<file path="src/rtl/ifetch_pkg.sv">
// Shared types and constants for the instruction fetch front end.
package ifetch_pkg;

  localparam int unsigned ADDR_W_DEF  = 32;
  localparam int unsigned DATA_W_DEF  = 32;
  localparam int unsigned Q_DEPTH_DEF = 2;
  localparam int unsigned PC_INC      = 4;

  typedef enum logic [1:0] {
    REQ,
    WAIT,
    KILL
  } fetch_state_t;

  typedef struct packed {
    logic [ADDR_W_DEF-1:0] pc;
    logic [DATA_W_DEF-1:0] data;
  } inst_entry_t;

endpackage

</file>
<file path="src/rtl/ifetch_queue.sv">
// Small synchronous FIFO holding fetched instructions with their PC.
// Depth must be a power of two so the pointers wrap naturally.
module ifetch_queue import ifetch_pkg::*; #(
  parameter int unsigned Depth = Q_DEPTH_DEF,
  parameter type entry_t = inst_entry_t,
  localparam int unsigned PtrW = (Depth > 1) ? $clog2(Depth) : 1,
  localparam int unsigned CntW = $clog2(Depth + 1)
) (
  input  logic            clk,
  input  logic            rst,
  input  logic            flush_i,
  input  logic            push_i,
  input  entry_t          push_data_i,
  input  logic            pop_i,
  output logic            head_valid_o,
  output entry_t          head_o,
  output logic [CntW-1:0] count_o
);

  entry_t            mem_q [Depth];
  logic [PtrW-1:0]   wr_ptr_q, rd_ptr_q;
  logic [CntW-1:0]   count_q;
  logic              full, push_ok, pop_ok;

  assign full         = (count_q == CntW'(Depth));
  assign head_valid_o = (count_q != '0);
  assign pop_ok       = pop_i & head_valid_o;
  assign push_ok      = push_i & (~full | pop_ok);
  assign head_o       = mem_q[rd_ptr_q];
  assign count_o      = count_q;

  // Flush wins over push and pop; pointers restart at zero.
  always_ff @(posedge clk) begin
    if (rst || flush_i) begin
      wr_ptr_q <= '0;
      rd_ptr_q <= '0;
      count_q  <= '0;
    end else begin
      if (push_ok) wr_ptr_q <= wr_ptr_q + 1'b1;
      if (pop_ok)  rd_ptr_q <= rd_ptr_q + 1'b1;
      count_q <= count_q + CntW'(push_ok) - CntW'(pop_ok);
    end
  end

  always_ff @(posedge clk) begin
    if (rst) begin
      for (int unsigned i = 0; i < Depth; i++) mem_q[i] <= '0;
    end else if (push_ok && !flush_i) begin
      mem_q[wr_ptr_q] <= push_data_i;
    end
  end

endmodule

</file>
<file path="src/rtl/ifetch_unit.sv">
// Instruction fetch front end: owns the fetch PC, one outstanding imem request, 2-entry queue.
// Define IFETCH_ALIGN_CHECK_EN to add the misalign_err_o pulse on misaligned redirects.
module ifetch_unit import ifetch_pkg::*; #(
  parameter int unsigned         ADDR_W   = ADDR_W_DEF,
  parameter int unsigned         DATA_W   = DATA_W_DEF,
  parameter logic [ADDR_W-1:0]   RESET_PC = '0,
  parameter int unsigned         Q_DEPTH  = Q_DEPTH_DEF
) (
  input  logic              clk,
  input  logic              rst,
  input  logic              redirect_valid_i,
  input  logic [ADDR_W-1:0] redirect_pc_i,
  output logic              imem_req_valid_o,
  input  logic              imem_req_ready_i,
  output logic [ADDR_W-1:0] imem_req_addr_o,
  input  logic              imem_rsp_valid_i,
  input  logic [DATA_W-1:0] imem_rsp_data_i,
  output logic              inst_valid_o,
  input  logic              inst_ready_i,
  output logic [DATA_W-1:0] inst_data_o,
  output logic [ADDR_W-1:0] inst_pc_o
`ifdef IFETCH_ALIGN_CHECK_EN
  ,
  output logic              misalign_err_o
`endif
);

  typedef struct packed {
    logic [ADDR_W-1:0] pc;
    logic [DATA_W-1:0] data;
  } fetch_entry_t;

  localparam int unsigned CntW = $clog2(Q_DEPTH + 1);

  fetch_state_t      state_q;
  logic [ADDR_W-1:0] pc_q, req_pc_q;
  logic [ADDR_W-1:0] redirect_pc_aligned;
  logic [CntW-1:0]   q_count;
  logic              q_full, req_fire, rsp_accept, pop;
  fetch_entry_t      push_entry, head_entry;

  assign redirect_pc_aligned = {redirect_pc_i[ADDR_W-1:2], 2'b00};
  assign q_full              = (q_count == CntW'(Q_DEPTH));

  // A redirect kills the request in its own cycle so no stale-PC fetch is ever accepted.
  assign imem_req_valid_o = ~rst & (state_q == REQ) & ~q_full & ~redirect_valid_i;
  assign imem_req_addr_o  = pc_q;
  assign req_fire         = imem_req_valid_o & imem_req_ready_i;
  assign rsp_accept       = (state_q == WAIT) & imem_rsp_valid_i & ~redirect_valid_i;
  assign pop              = inst_valid_o & inst_ready_i;

  always_ff @(posedge clk) begin
    if (rst) begin
      state_q  <= REQ;
      pc_q     <= RESET_PC;
      req_pc_q <= RESET_PC;
    end else if (redirect_valid_i) begin
      pc_q <= redirect_pc_aligned;
      // An outstanding request whose response is not here yet must be absorbed in KILL.
      if (imem_rsp_valid_i)      state_q <= REQ;
      else if (state_q != REQ)   state_q <= KILL;
    end else begin
      case (state_q)
        REQ: begin
          if (req_fire) begin
            state_q  <= WAIT;
            req_pc_q <= pc_q;
          end
        end
        WAIT: begin
          if (imem_rsp_valid_i) begin
            state_q <= REQ;
            pc_q    <= pc_q + ADDR_W'(PC_INC);
          end
        end
        KILL: begin
          if (imem_rsp_valid_i) state_q <= REQ;
        end
        default: state_q <= REQ;
      endcase
    end
  end

  assign push_entry.pc   = req_pc_q;
  assign push_entry.data = imem_rsp_data_i;

  ifetch_queue #(
    .Depth   (Q_DEPTH),
    .entry_t (fetch_entry_t)
  ) u_queue (
    .clk          (clk),
    .rst          (rst),
    .flush_i      (redirect_valid_i),
    .push_i       (rsp_accept),
    .push_data_i  (push_entry),
    .pop_i        (pop),
    .head_valid_o (inst_valid_o),
    .head_o       (head_entry),
    .count_o      (q_count)
  );

  assign inst_data_o = head_entry.data;
  assign inst_pc_o   = head_entry.pc;

`ifdef IFETCH_ALIGN_CHECK_EN
  logic misalign_q;

  always_ff @(posedge clk) begin
    if (rst) misalign_q <= 1'b0;
    else     misalign_q <= redirect_valid_i & (|redirect_pc_i[1:0]);
  end

  assign misalign_err_o = misalign_q;
`else
  logic unused_redirect_low;
  assign unused_redirect_low = ^redirect_pc_i[1:0];
`endif

endmodule

</file>
<file path="config.mk">
export PLATFORM = sky130hd
export DESIGN_NAME = ifetch_unit
export DESIGN_NICKNAME = d
export VERILOG_FILES = /design/src/rtl/ifetch_pkg.sv /design/src/rtl/ifetch_queue.sv /design/src/rtl/ifetch_unit.sv
export SDC_FILE = /design/constraint.sdc
export NUM_CORES = 1
export LEC_CHECK = 0
export ABC_AREA = 1
export BUFFER_PORTS_ARGS = -buffer_cell sky130_fd_sc_hd__buf_2
export CORE_ASPECT_RATIO = 2
export CORE_MARGIN = 5
export CORE_UTILIZATION = 46
export DETAILED_ROUTE_END_ITERATION = 7
export GPL_TIMING_DRIVEN = 0
export PLACE_DENSITY = 0.68
export SYNTH_ARGS = -nofsm -noshare
export SYNTH_HDL_FRONTEND = slang
export SYNTH_SLANG_ARGS = --single-unit
export TNS_END_PERCENT = 50
</file>
<file path="constraint.sdc">
create_clock -name clk -period 3.5 [get_ports clk]
set_input_delay 0.7 -clock clk [delete_from_list [all_inputs] [get_ports clk]]
set_output_delay 0.7 -clock clk [all_outputs]
set_load 0.1 [all_outputs]
</file>
==> flow_metrics.py, run 1 <==
metrics = {
    "clock_network": {
        "cts_inserted_buffers": 17,
        "htree_levels": 4,
        "clock_tree_from_tritoncts": "yes",
        "clk-insertion-delay-late_ns": 0.43,
        "cts.repair_timing.setup_buffer_count": 0,
        "cts.clk_slew.worst_paths_ns": 0.07,
        "clockBufferDepth": 2,
        "clock-sinks": 191,
        "cts-hold-fix-buffers": 0,
        "cts_resized": 0,
        "clock_tree.root_cell": "sky130_fd_sc_hd__clkbuf_16",
    },
    "timing": {
        "setup_viol": 0,
        "rsz0062_at_grt": "no",
        "hold-worst-slack_ns": 0.460,
        "final_slew_violations": 0,
        "layout_min_cycle_time_ns": 2.93,
        "hold_viol_final": 0,
        "worst-slew-pin-transition_ns": 0.873,
        "min_period_over_period_pct": 83.8,
        "timing.fmax_mhz": 341,
        "timing.slew.headroom_pct": 41.8,
        "clock_skew_ns": 0.0103,
    },
    "power": {
        "p_per_area_nw_per_um2": 503,
        "ir_worst_vdd_v": 0.000317,
        "total_leakage_power_nw": 4.43,
    },
    "global_route": {
        "grtUsageTotal_pct": 19.6,
        "grt_max_degree": 63,
        "globalRoute.totalOverflow": 0,
        "grt_pass1_vias": 6490,
        "gr-usage-met3_pct": 3.88,
        "global_route_wire_length_before_repair_um": 32800,
        "antenna_found_initial": 0,
        "met2_usage_pct": 36.7,
        "grt-busiest-layer": "met2",
        "met1_usage_pct": 19.5,
    },
    "placement": {
        "io_buffers": 160,
        "postPlaceCellArea_sq_um": 9900,
        "place_congestion": 0.916,
        "dp_hpwl_um": 15800,
    },
    "critical_path": {
        "worst_r2r_startpoint": "state_q[1]",
        "worst_path_most_repeated_cell": "sky130_fd_sc_hd__buf_2",
        "worstPathCellList": "clkbuf_1 > buf_2 > mux2_2 > buf_2",
        "worstSetupStartpointType": "flip-flop",
        "worstRegToRegCells": 9,
        "timing.critical_path.arrival_ns": 2.23,
        "worstReg2RegEnd": "u_queue.mem_q[0][5]",
        "criticalPathCategory": "flip-flop to output pin",
        "required_time_of_the_critical_path_ns": 2.80,
        "path_buf_inv": 3,
        "critical_path_cell_count": 4,
        "worstSetupEndpointType": "output pin",
        "r2r_setup_slack_ns": 0.73,
        "crit_fanout": 10,
        "critical-path-slowest-cell": "sky130_fd_sc_hd__clkbuf_1",
        "worst_path_dominant_cell_family": "buffers and inverters",
        "critPathMaxStageDelay_ns": 0.44,
    },
    "floorplanning": {
        "die_h_um": 205,
        "num_rows": 71,
        "core-area_sq_um": 18700,
        "start_util_pct": 46.7,
        "die_w_um": 108,
        "die-area_sq_um": 22000,
        "ios": 168,
    },
    "synthesis": {
        "post_synth_arst_share_pct": 0,
        "post_synth_num_cell_types": 39,
        "synth_enable_flop_cells": 124,
        "synth_cells": 887,
        "dominantRegCellSynth": "sky130_fd_sc_hd__edfxtp_1",
        "yosys_warnings": 0,
        "synth_sequential_area_ratio_pct": 57.9,
        "synthesis.area_sq_um": 8750,
        "yosys_register_bits": 191,
        "post_synthesis_area_per_instance_sq_um": 9.86,
    },
    "layout": {
        "mostFrequentLayoutCell": "sky130_fd_sc_hd__buf_2",
        "drive_gt1_share_pct": 29.9,
        "insertedDiodeCount": 0,
        "final_net_count": 1144,
        "most-common-layout-cells": "sky130_fd_sc_hd__buf_2 (184), sky130_fd_sc_hd__nor2_1 (156), sky130_fd_sc_hd__edfxtp_1 (124)",
        "final_design_area_no_fill_sq_um": 10500,
        "area_delta_synth_final_pct": 19.7,
    },
    "status": {
        "outcome": "finished, final reports clean",
    },
    "drt": {
        "pre_antenna_drt_iters": 5,
        "detail_route.iter0.violations": 279,
        "drc": 0,
        "residual_antenna_violating_net_count_after_detailed_routing": 0,
        "drt-vias-per-instance": 4.91,
        "detailroute.via_count": 6565,
        "totalWireLength_um": 21200,
        "wl_per_cell_um": 15.9,
    },
    "run": {
        "cap_violations": 0,
    },
    "worst_hold_path": {
        "worstHoldStart": "u_queue.rd_ptr_q",
        "timing.hold.worst.class": "flip-flop to flip-flop",
        "hold-path-cell-count": 1,
    },
}
-- flip-flops by register name, indices dropped and copies added, names as in the netlist, named ones only --
signal / count
u_queue.mem_q: 124
imem_req_addr_o: 30
req_pc_q: 30
state_q: 2
u_queue.count_o: 2
u_queue.rd_ptr_q: 1
u_queue.wr_ptr_q: 1
-- cell families after synthesis --
family          count (synthesis)  share of synthesized area [%]
simple gates                  341                           17.2
flops                         191                           57.9
buf+inv                       156                           7.36
compound gates                117                           7.36
mux                            62                           7.98
xor+xnor                       14                           1.40
fa+ha+maj                       5                          0.715
other cells                     1                         0.0429
-- Yosys cell counts (2+ instances only) --
| cell | n | area (sq um) |
|---|---|---|
| sky130_fd_sc_hd__a21oi_2 | 3 | 26.3 |
| sky130_fd_sc_hd__nand2_1 | 115 | 432 |
| sky130_fd_sc_hd__buf_4 | 5 | 37.5 |
| sky130_fd_sc_hd__o21bai_1 | 2 | 15.0 |
| sky130_fd_sc_hd__o21ai_1 | 15 | 75.1 |
| sky130_fd_sc_hd__a21oi_1 | 51 | 255 |
| sky130_fd_sc_hd__dfxtp_1 | 67 | 1340 |
| sky130_fd_sc_hd__nor2_1 | 156 | 586 |
| sky130_fd_sc_hd__nor3_1 | 5 | 25.0 |
| sky130_fd_sc_hd__nor2_2 | 4 | 25.0 |
| sky130_fd_sc_hd__nand3b_1 | 2 | 15.0 |
| sky130_fd_sc_hd__a22o_1 | 7 | 61.3 |
| sky130_fd_sc_hd__inv_1 | 108 | 405 |
| sky130_fd_sc_hd__o21ai_0 | 28 | 140 |
| sky130_fd_sc_hd__xnor2_1 | 5 | 43.8 |
| sky130_fd_sc_hd__inv_2 | 3 | 11.3 |
| sky130_fd_sc_hd__or2_2 | 4 | 25.0 |
| sky130_fd_sc_hd__nand3_1 | 30 | 150 |
| sky130_fd_sc_hd__nor2_4 | 10 | 113 |
| sky130_fd_sc_hd__nand2_2 | 5 | 31.3 |
| sky130_fd_sc_hd__nand2_4 | 3 | 33.8 |
| sky130_fd_sc_hd__clkbuf_1 | 13 | 48.8 |
| sky130_fd_sc_hd__xor2_1 | 9 | 78.8 |
| sky130_fd_sc_hd__a31oi_1 | 9 | 56.3 |
| sky130_fd_sc_hd__buf_2 | 24 | 120 |
| sky130_fd_sc_hd__mux2_2 | 62 | 698 |
| sky130_fd_sc_hd__nand3_2 | 3 | 30.0 |
| sky130_fd_sc_hd__edfxtp_1 | 124 | 3720 |
| sky130_fd_sc_hd__ha_1 | 5 | 62.6 |
-- report_power, final --
part / leakage, nW / internal [mW] / switching, mW / total, mW
clock network: 0.279 / 1.02 / 0.862 / 1.88
logic: 2.32 / 0.166 / 0.669 / 0.835
registers: 1.83 / 2.50 / 0.0598 / 2.56
total: 4.43 / 3.68 / 1.59 / 5.27
-- layout make-up --
| class | instances | area (sq um) |
|---|---|---|
| multi-input cells | 543 | 3070 |
| plain buffers | 44 | 221 |
| clock buffers | 19 | 443 |
| inverters | 112 | 423 |
| flip-flops and latches | 191 | 5060 |
| fillers | 1701 | 8270 |
| repair buffers | 160 | 801 |
| clock inverters | 13 | 129 |
| well taps | 255 | 319 |
-- worst register-to-register path, cell delays in order, from the launching register on --
cell and delay, ns:
sky130_fd_sc_hd__dfxtp_1 0.30, sky130_fd_sc_hd__inv_1 0.09, sky130_fd_sc_hd__ha_1 0.20, sky130_fd_sc_hd__nand2_4 0.11
sky130_fd_sc_hd__nor2_8 0.21, sky130_fd_sc_hd__o21ai_1 0.16, sky130_fd_sc_hd__inv_2 0.10, sky130_fd_sc_hd__nand3_2 0.23
sky130_fd_sc_hd__buf_2 0.30, sky130_fd_sc_hd__nand2_4 0.65
-- how the worst max path moves through the flow --
stage,from,endpoint
floorplan,redirect_valid_i,u_queue.mem_q[1][0]
global placement,imem_rsp_valid_i,u_queue.mem_q[0][10]
detailed placement,imem_rsp_valid_i,u_queue.mem_q[0][10]
CTS,flip-flop,inst_pc_o[25]
global route,flip-flop,inst_pc_o[3]
finish,flip-flop,inst_pc_o[4]
-- layer usage --
metal | vias up | share of wire, %
li1 | 3271 | -
met1 | 3044 | 35
met2 | 197 | 56
met3 | 53 | 4.3
met4 | 0 | 4.8
met5 | - | 0
-- stage by stage --
step                      util [%]  setup TNS [ns]  worst slack, ns  total power [mW]  std cells
after global routing          55.9               0            0.484              5.45       1337
final                         55.9               0            0.568              5.27       1337
after detailed placement      52.8               0            0.444              3.45       1305
after global placement        52.7         -119.93            -1.00              3.44       1305
after floorplan                  -               0            0.264              3.26        890
after CTS                     55.9               0            0.486              5.30       1337
No activity file was read; power rests on OpenSTA's default activity.
==> run 2, diff against run 1 <==
ABC_AREA = 0   (was 1)
clock period = 2.8 ns   (was 3.5 ns; I/O delays follow)
==> run 2 against run 1 <==
Sequential power increased by 24%. Combinational power increased by 3.4%. Final cell count decreased by 14%. Die area decreased by 2.5%. Worst hold slack got worse by 0.065 ns. Global-route usage decreased by 0.61 points. Critical path depth decreased by 1. Register-to-register slack got worse by 0.53 ns. Wire length decreased by 5.5%. Area after synthesis decreased by 2.7%. Sequential cell count unchanged.
==> flow_metrics.py, run 2 <==
metrics = {
    "timing": {
        "layout_min_cycle_time_ns": 2.63,
        "worst-slew-pin-transition_ns": 0.829,
        "postLayoutSetupSlackWorst_ns": 0.173,
        "min_period_over_period_pct": 93.8,
        "setup_total_negative_slack_ns": 0,
        "final_slew_violations": 0,
        "clock_skew_ns": 0.00980,
        "hold_viol_final": 0,
        "timing.fmax_mhz": 381,
        "timing.slew.headroom_pct": 44.8,
        "hold-worst-slack_ns": 0.396,
        "rsz0062_at_grt": "no",
        "setup_viol": 0,
    },
    "critical_path": {
        "criticalPathCategory": "flip-flop to output pin",
        "worstSetupEndpointType": "output pin",
        "worst_r2r_startpoint": "state_q[0]",
        "timing.critical_path.arrival_ns": 2.07,
        "worstSetupStartpointType": "flip-flop",
        "required_time_of_the_critical_path_ns": 2.24,
        "crit_fanout": 10,
    },
    "synthesis": {
        "yosys_warnings": 0,
        "post_synthesis_area_per_instance_sq_um": 11.6,
        "netlist.top_cell.by_area": "sky130_fd_sc_hd__edfxtp_1",
        "synth_cells": 733,
        "yosys_register_bits": 191,
        "synthesis.area_sq_um": 8510,
        "post-synth-top-count-cell": "sky130_fd_sc_hd__and2_1",
        "post_synth_arst_share_pct": 0,
        "netlist.area_leader.share_pct": 43.8,
        "synth_enable_flop_cells": 124,
        "synth_commonest_cells": "sky130_fd_sc_hd__and2_1 (128), sky130_fd_sc_hd__edfxtp_1 (124), sky130_fd_sc_hd__nand2_1 (77)",
        "dominantRegCellSynth": "sky130_fd_sc_hd__edfxtp_1",
        "post_synth_num_cell_types": 49,
        "synth_top_cells_by_area": "sky130_fd_sc_hd__edfxtp_1 (44%), sky130_fd_sc_hd__dfxtp_1 (16%), sky130_fd_sc_hd__and2_1 (9.4%), sky130_fd_sc_hd__mux2_2 (8.2%), sky130_fd_sc_hd__nand2_1 (3.4%)",
        "synth_sequential_area_ratio_pct": 59.5,
    },
    "drt": {
        "detail_route.iter0.violations": 333,
        "drc": 0,
        "detailroute.via_count": 6034,
        "wl_per_cell_um": 17.6,
        "totalWireLength_um": 20100,
        "residual_antenna_violating_net_count_after_detailed_routing": 0,
        "drt-vias-per-instance": 5.27,
        "pre_antenna_drt_iters": 5,
    },
    "placement": {
        "place_ws_ns": -0.351,
        "place_congestion": 0.869,
        "io_buffers": 159,
        "dp_hpwl_um": 15000,
        "dpl.cell_count": 1113,
    },
    "layout": {
        "largest_register_ffs": 124,
        "final_net_count": 990,
        "most-common-layout-cells": "sky130_fd_sc_hd__buf_2 (161), sky130_fd_sc_hd__and2_1 (128), sky130_fd_sc_hd__edfxtp_1 (124)",
        "fill_cells": 1649,
        "top_reg_by_flops": "u_queue.mem_q",
        "drive_gt1_share_pct": 30.2,
        "utilization_pct": 56.5,
        "area_delta_synth_final_pct": 20.9,
        "insertedDiodeCount": 0,
        "final-instance-count-excl-fill": 1144,
        "mostFrequentLayoutCell": "sky130_fd_sc_hd__buf_2",
    },
    "global_route": {
        "global_route_wire_length_before_repair_um": 31700,
        "grt_pass1_vias": 6223,
        "grtUsageTotal_pct": 19.0,
        "grt_max_degree": 63,
        "antenna_found_initial": 0,
        "globalRoute.totalOverflow": 0,
    },
    "clock_network": {
        "clk-insertion-delay-late_ns": 0.42,
        "clock-sinks": 191,
        "cts_resized": 8,
        "clock_tree_from_tritoncts": "yes",
        "cts.clk_slew.worst_paths_ns": 0.07,
        "cts_inserted_buffers": 17,
        "clock_tree.root_cell": "sky130_fd_sc_hd__clkbuf_16",
        "htree_levels": 4,
        "cts-hold-fix-buffers": 0,
        "cts.repair_timing.setup_buffer_count": 0,
        "clockBufferDepth": 2,
    },
    "power": {
        "sw_frac_of_total_pct": 27.4,
        "total_leakage_power_nw": 4.02,
        "p_clk_share_pct": 38.4,
        "combPwrFrac_pct": 13.2,
        "p_per_area_nw_per_um2": 636,
        "ir_worst_vdd_v": 0.000406,
        "power.internal_mw": 4.75,
        "p_seq_share_pct": 48.4,
        "netSwitchingPower_mw": 1.79,
    },
    "floorplanning": {
        "ios": 168,
        "die-area_sq_um": 21500,
        "die_h_um": 202,
        "num_rows": 70,
        "start_util_pct": 46.7,
        "die_w_um": 106,
        "core-area_sq_um": 18200,
    },
    "worst_hold_path": {
        "worstHoldStart": "redirect_pc_i[17]",
        "timing.hold.worst.class": "input port to flip-flop",
    },
    "status": {
        "outcome": "finished, final reports clean",
    },
    "run": {
        "cap_violations": 0,
    },
}
[run 2: cell types whose count changed after synthesis, sizes merged, moves of 8 or more]
cell,change
nand2,-46
clkbuf,+28
and2,+128
nand3,-16
nor2,-145
a211oi,+11
buf,-21
inv,-101
a31oi,-8
a311oi,+14
nand4,+12
or4,+9
a21oi,-21
o21ai,-37
[run 2: metrics by stage]
stage | total power [mW] | area [sq um]
after floorplan | 3.89 | 8540
after global placement | 4.09 | 9600
after detailed placement | 4.10 | 9660
after CTS | 6.59 | 10300
after global routing | 6.75 | 10300
final | 6.54 | 10300
[run 2: critical path, stage by stage (launching register included)]
cell and delay (ns):
sky130_fd_sc_hd__dfxtp_1 0.60, sky130_fd_sc_hd__clkbuf_2 0.37, sky130_fd_sc_hd__mux2_2 0.39, sky130_fd_sc_hd__buf_2 0.30
[run 2: routing by layer]
| layer | GRT usage (%) | vias to the layer above | part of all wire [%] |
|---|---|---|---|
| met2 | 36.2 | 182 | 55 |
| met3 | 4.06 | 49 | 4.7 |
| met5 | 0 | - | 0 |
| met1 | 19.0 | 2804 | 36 |
| li1 | - | 2999 | - |
| met4 | 8.99 | 0 | 3.7 |
[run 2: final timing paths]
path | to | slack [ns] | cells past startpoint
min reg2reg | req_pc_q[7] | 0.46 | 2
min | imem_req_addr_o[17] | 0.40 | 3
max reg2reg | u_queue.mem_q[1][14] | 0.20 | 6
max | inst_data_o[4] | 0.17 | 3
[run 2: layout make-up]
| cell class | count | area (sq um) | share of cell area [%] |
|---|---|---|---|
| well taps | 216 | 270 | 2.63 |
| flip-flops and latches | 191 | 5070 | 49.3 |
| plain buffers | 50 | 219 | 2.13 |
| clock buffers | 17 | 425 | 4.13 |
| inverters | 11 | 41.3 | 0.401 |
| repair buffers | 161 | 843 | 8.20 |
| multi-input cells | 483 | 3230 | 31.4 |
| clock inverters | 15 | 191 | 1.86 |
[run 2: power groups by stage]
stage	Combinational (mW)	Sequential, mW	Clock (mW)
floorplan	0.470	3.42	0
global route	0.904	3.18	2.67
global placement	0.856	3.23	0
detailed placement	0.869	3.23	0
CTS	0.871	3.17	2.55
finish	0.863	3.17	2.51
[run 2: kinds of logic after synthesis]
logic type | count (synthesis) | share of synthesized area, %
AOI/OAI and AO/OA | 88 | 7.00
DFF | 191 | 59.5
buffers and inverters | 62 | 3.01
and+or+nand+nor | 308 | 19.8
xor gates and xnor gates | 16 | 1.65
adders and majority gates | 5 | 0.735
other | 1 | 0.0441
muxes | 62 | 8.20
==> run 3, diff against run 2 <==
CORE_UTILIZATION = 55   (was 46)
PLACE_DENSITY = 0.91   (was 0.68)
SKIP_CTS_REPAIR_TIMING = 1   (was default)
==> run 3 against run 2 <==
Sequential cell count stayed put. Worst setup slack worse by 0.039 ns. Critical path depth stayed put. Global-route usage is 3.1 points higher. Largest cell class unchanged. Critical path type unchanged. Largest power group unchanged. Final cell count is 1.6% lower. Clock power is 8.0% lower. First-iteration DRC count is 19% lower.
==> flow_metrics.py, run 3 (synthesis gave the netlist of run 2 again) <==
metrics = {
    "power": {
        "combPwrFrac_pct": 13.6,
        "netSwitchingPower_mw": 1.87,
        "power.internal_mw": 4.48,
        "total_leakage_power_nw": 4.00,
        "p_per_area_nw_per_um2": 620,
        "p_seq_share_pct": 50.0,
        "sw_frac_of_total_pct": 29.5,
        "p_clk_share_pct": 36.4,
        "ir_worst_vdd_v": 0.000470,
    },
    "floorplanning": {
        "start_util_pct": 55.6,
        "ios": 168,
        "num_rows": 64,
        "core-area_sq_um": 15300,
        "die_w_um": 98.0,
        "die-area_sq_um": 18200,
        "die_h_um": 186,
    },
    "placement": {
        "dp_hpwl_um": 14800,
        "dpl.cell_count": 1095,
        "place_ws_ns": -0.282,
        "io_buffers": 159,
        "place_congestion": 0.908,
    },
    "drt": {
        "wl_per_cell_um": 17.6,
        "totalWireLength_um": 19800,
        "detail_route.iter0.violations": 269,
        "drc": 0,
        "pre_antenna_drt_iters": 7,
        "residual_antenna_violating_net_count_after_detailed_routing": 0,
        "drt-vias-per-instance": 5.47,
        "detailroute.via_count": 6161,
    },
    "timing": {
        "postLayoutSetupSlackWorst_ns": 0.134,
        "hold_viol_final": 0,
        "min_period_over_period_pct": 95.2,
        "timing.slew.headroom_pct": 46.0,
        "hold-worst-slack_ns": 0.375,
        "timing.fmax_mhz": 375,
        "setup_total_negative_slack_ns": 0,
        "final_slew_violations": 0,
        "layout_min_cycle_time_ns": 2.67,
        "setup_viol": 0,
        "rsz0062_at_grt": "no",
        "clock_skew_ns": 0.0183,
        "worst-slew-pin-transition_ns": 0.810,
    },
    "critical_path": {
        "worstSetupEndpointType": "output pin",
        "worstSetupStartpointType": "flip-flop",
        "worstRegToRegCells": 6,
        "timing.critical_path.arrival_ns": 2.11,
        "crit_fanout": 10,
        "criticalPathCategory": "flip-flop to output pin",
        "required_time_of_the_critical_path_ns": 2.24,
    },
    "worst_hold_path": {
        "hold-path-cell-count": 3,
        "timing.hold.worst.class": "input port to flip-flop",
    },
    "clock_network": {
        "cts_inserted_buffers": 17,
        "cts.clk_slew.worst_paths_ns": 0.08,
        "clock-sinks": 191,
        "htree_levels": 4,
        "clock_tree.root_cell": "sky130_fd_sc_hd__clkbuf_16",
        "clockBufferDepth": 2,
        "clock_tree_from_tritoncts": "yes",
        "clk-insertion-delay-late_ns": 0.45,
    },
    "layout": {
        "fill_cells": 1207,
        "utilization_pct": 66.9,
        "final_net_count": 990,
        "regArea_sq_um": 5070,
        "most-common-layout-cells": "sky130_fd_sc_hd__buf_2 (160), sky130_fd_sc_hd__and2_1 (128), sky130_fd_sc_hd__edfxtp_1 (124)",
        "area_occupied_by_multi_input_gates_sq_um": 3230,
        "final-instance-count-excl-fill": 1126,
        "drive_gt1_share_pct": 30.3,
        "insertedDiodeCount": 0,
        "area_delta_synth_final_pct": 20.2,
        "mostFrequentLayoutCell": "sky130_fd_sc_hd__buf_2",
        "top_reg_by_flops": "u_queue.mem_q",
        "largest_register_ffs": 124,
    },
    "global_route": {
        "grtUsageTotal_pct": 22.1,
        "grt_pass1_vias": 6402,
        "antenna_found_initial": 0,
        "grt_max_degree": 63,
        "globalRoute.totalOverflow": 0,
        "global_route_wire_length_before_repair_um": 31000,
    },
    "status": {
        "outcome": "finished, final reports clean",
    },
    "run": {
        "cap_violations": 0,
    },
}
## run 3: cell types whose count changed in the layout (fill, tap and decap cells not counted)
cell	change
sky130_fd_sc_hd__buf_16	+1
sky130_fd_sc_hd__buf_12	-1
sky130_fd_sc_hd__clkbuf_2	+1
sky130_fd_sc_hd__bufinv_16	-4
sky130_fd_sc_hd__clkinvlp_4	-1
sky130_fd_sc_hd__clkbuf_8	+2
sky130_fd_sc_hd__inv_4	+1
sky130_fd_sc_hd__clkinv_2	-4
sky130_fd_sc_hd__inv_8	+3
sky130_fd_sc_hd__clkinvlp_2	-1
sky130_fd_sc_hd__inv_6	+1
sky130_fd_sc_hd__buf_2	-1
sky130_fd_sc_hd__clkinv_4	+4
sky130_fd_sc_hd__clkinv_1	-1
## run 3: path summary, 6_finish.rpt
check | from | endpoint | slack [ns]
setup / recovery | flip-flop | inst_data_o[22] | 0.13
hold / removal | redirect_pc_i[2] | imem_req_addr_o[2] | 0.38
setup reg to reg | imem_req_addr_o[2] | imem_req_addr_o[30] | 0.21
hold reg to reg | req_pc_q[6] | req_pc_q[6] | 0.47
## run 3: stage by stage
| step | power (mW) | area [sq um] |
|---|---|---|
| floorplan | 3.89 | 8540 |
| global placement | 4.07 | 9580 |
| detailed placement | 4.10 | 9650 |
| CTS | 6.37 | 10200 |
| global route | 6.54 | 10200 |
| finish | 6.35 | 10200 |
## run 3: worst max-delay path, cell delays in order, from the launching register on
cell                       delay, ns
sky130_fd_sc_hd__dfxtp_1        0.62
sky130_fd_sc_hd__clkbuf_2       0.36
sky130_fd_sc_hd__mux2_2         0.39
sky130_fd_sc_hd__buf_2          0.29
## run 3: layout make-up
cell class | instances | area share [%]
flip-flops and latches | 191 | 49.6
multi-input cells | 483 | 31.6
repair buffers | 161 | 8.32
clock buffers | 19 | 4.43
well taps | 198 | 2.42
plain buffers | 50 | 2.14
clock inverters | 13 | 1.16
inverters | 11 | 0.404
## run 3: metal layers
layer / up-vias / wire [um] / track usage (%)
li1: 2987 / - / -
met1: 2888 / 6670 / 20.6
met2: 227 / 11200 / 42.6
met3: 59 / 925 / 4.43
met4: 0 / 957 / 14.4
met5: - / 0 / 0
## run 3: power by group through the flow
stage	registers, mW	logic, mW	clock network [mW]
floorplan	3.42	0.470	0
global placement	3.23	0.846	0
detailed placement	3.23	0.865	0
CTS	3.17	0.867	2.34
global route	3.18	0.901	2.46
finish	3.17	0.863	2.31
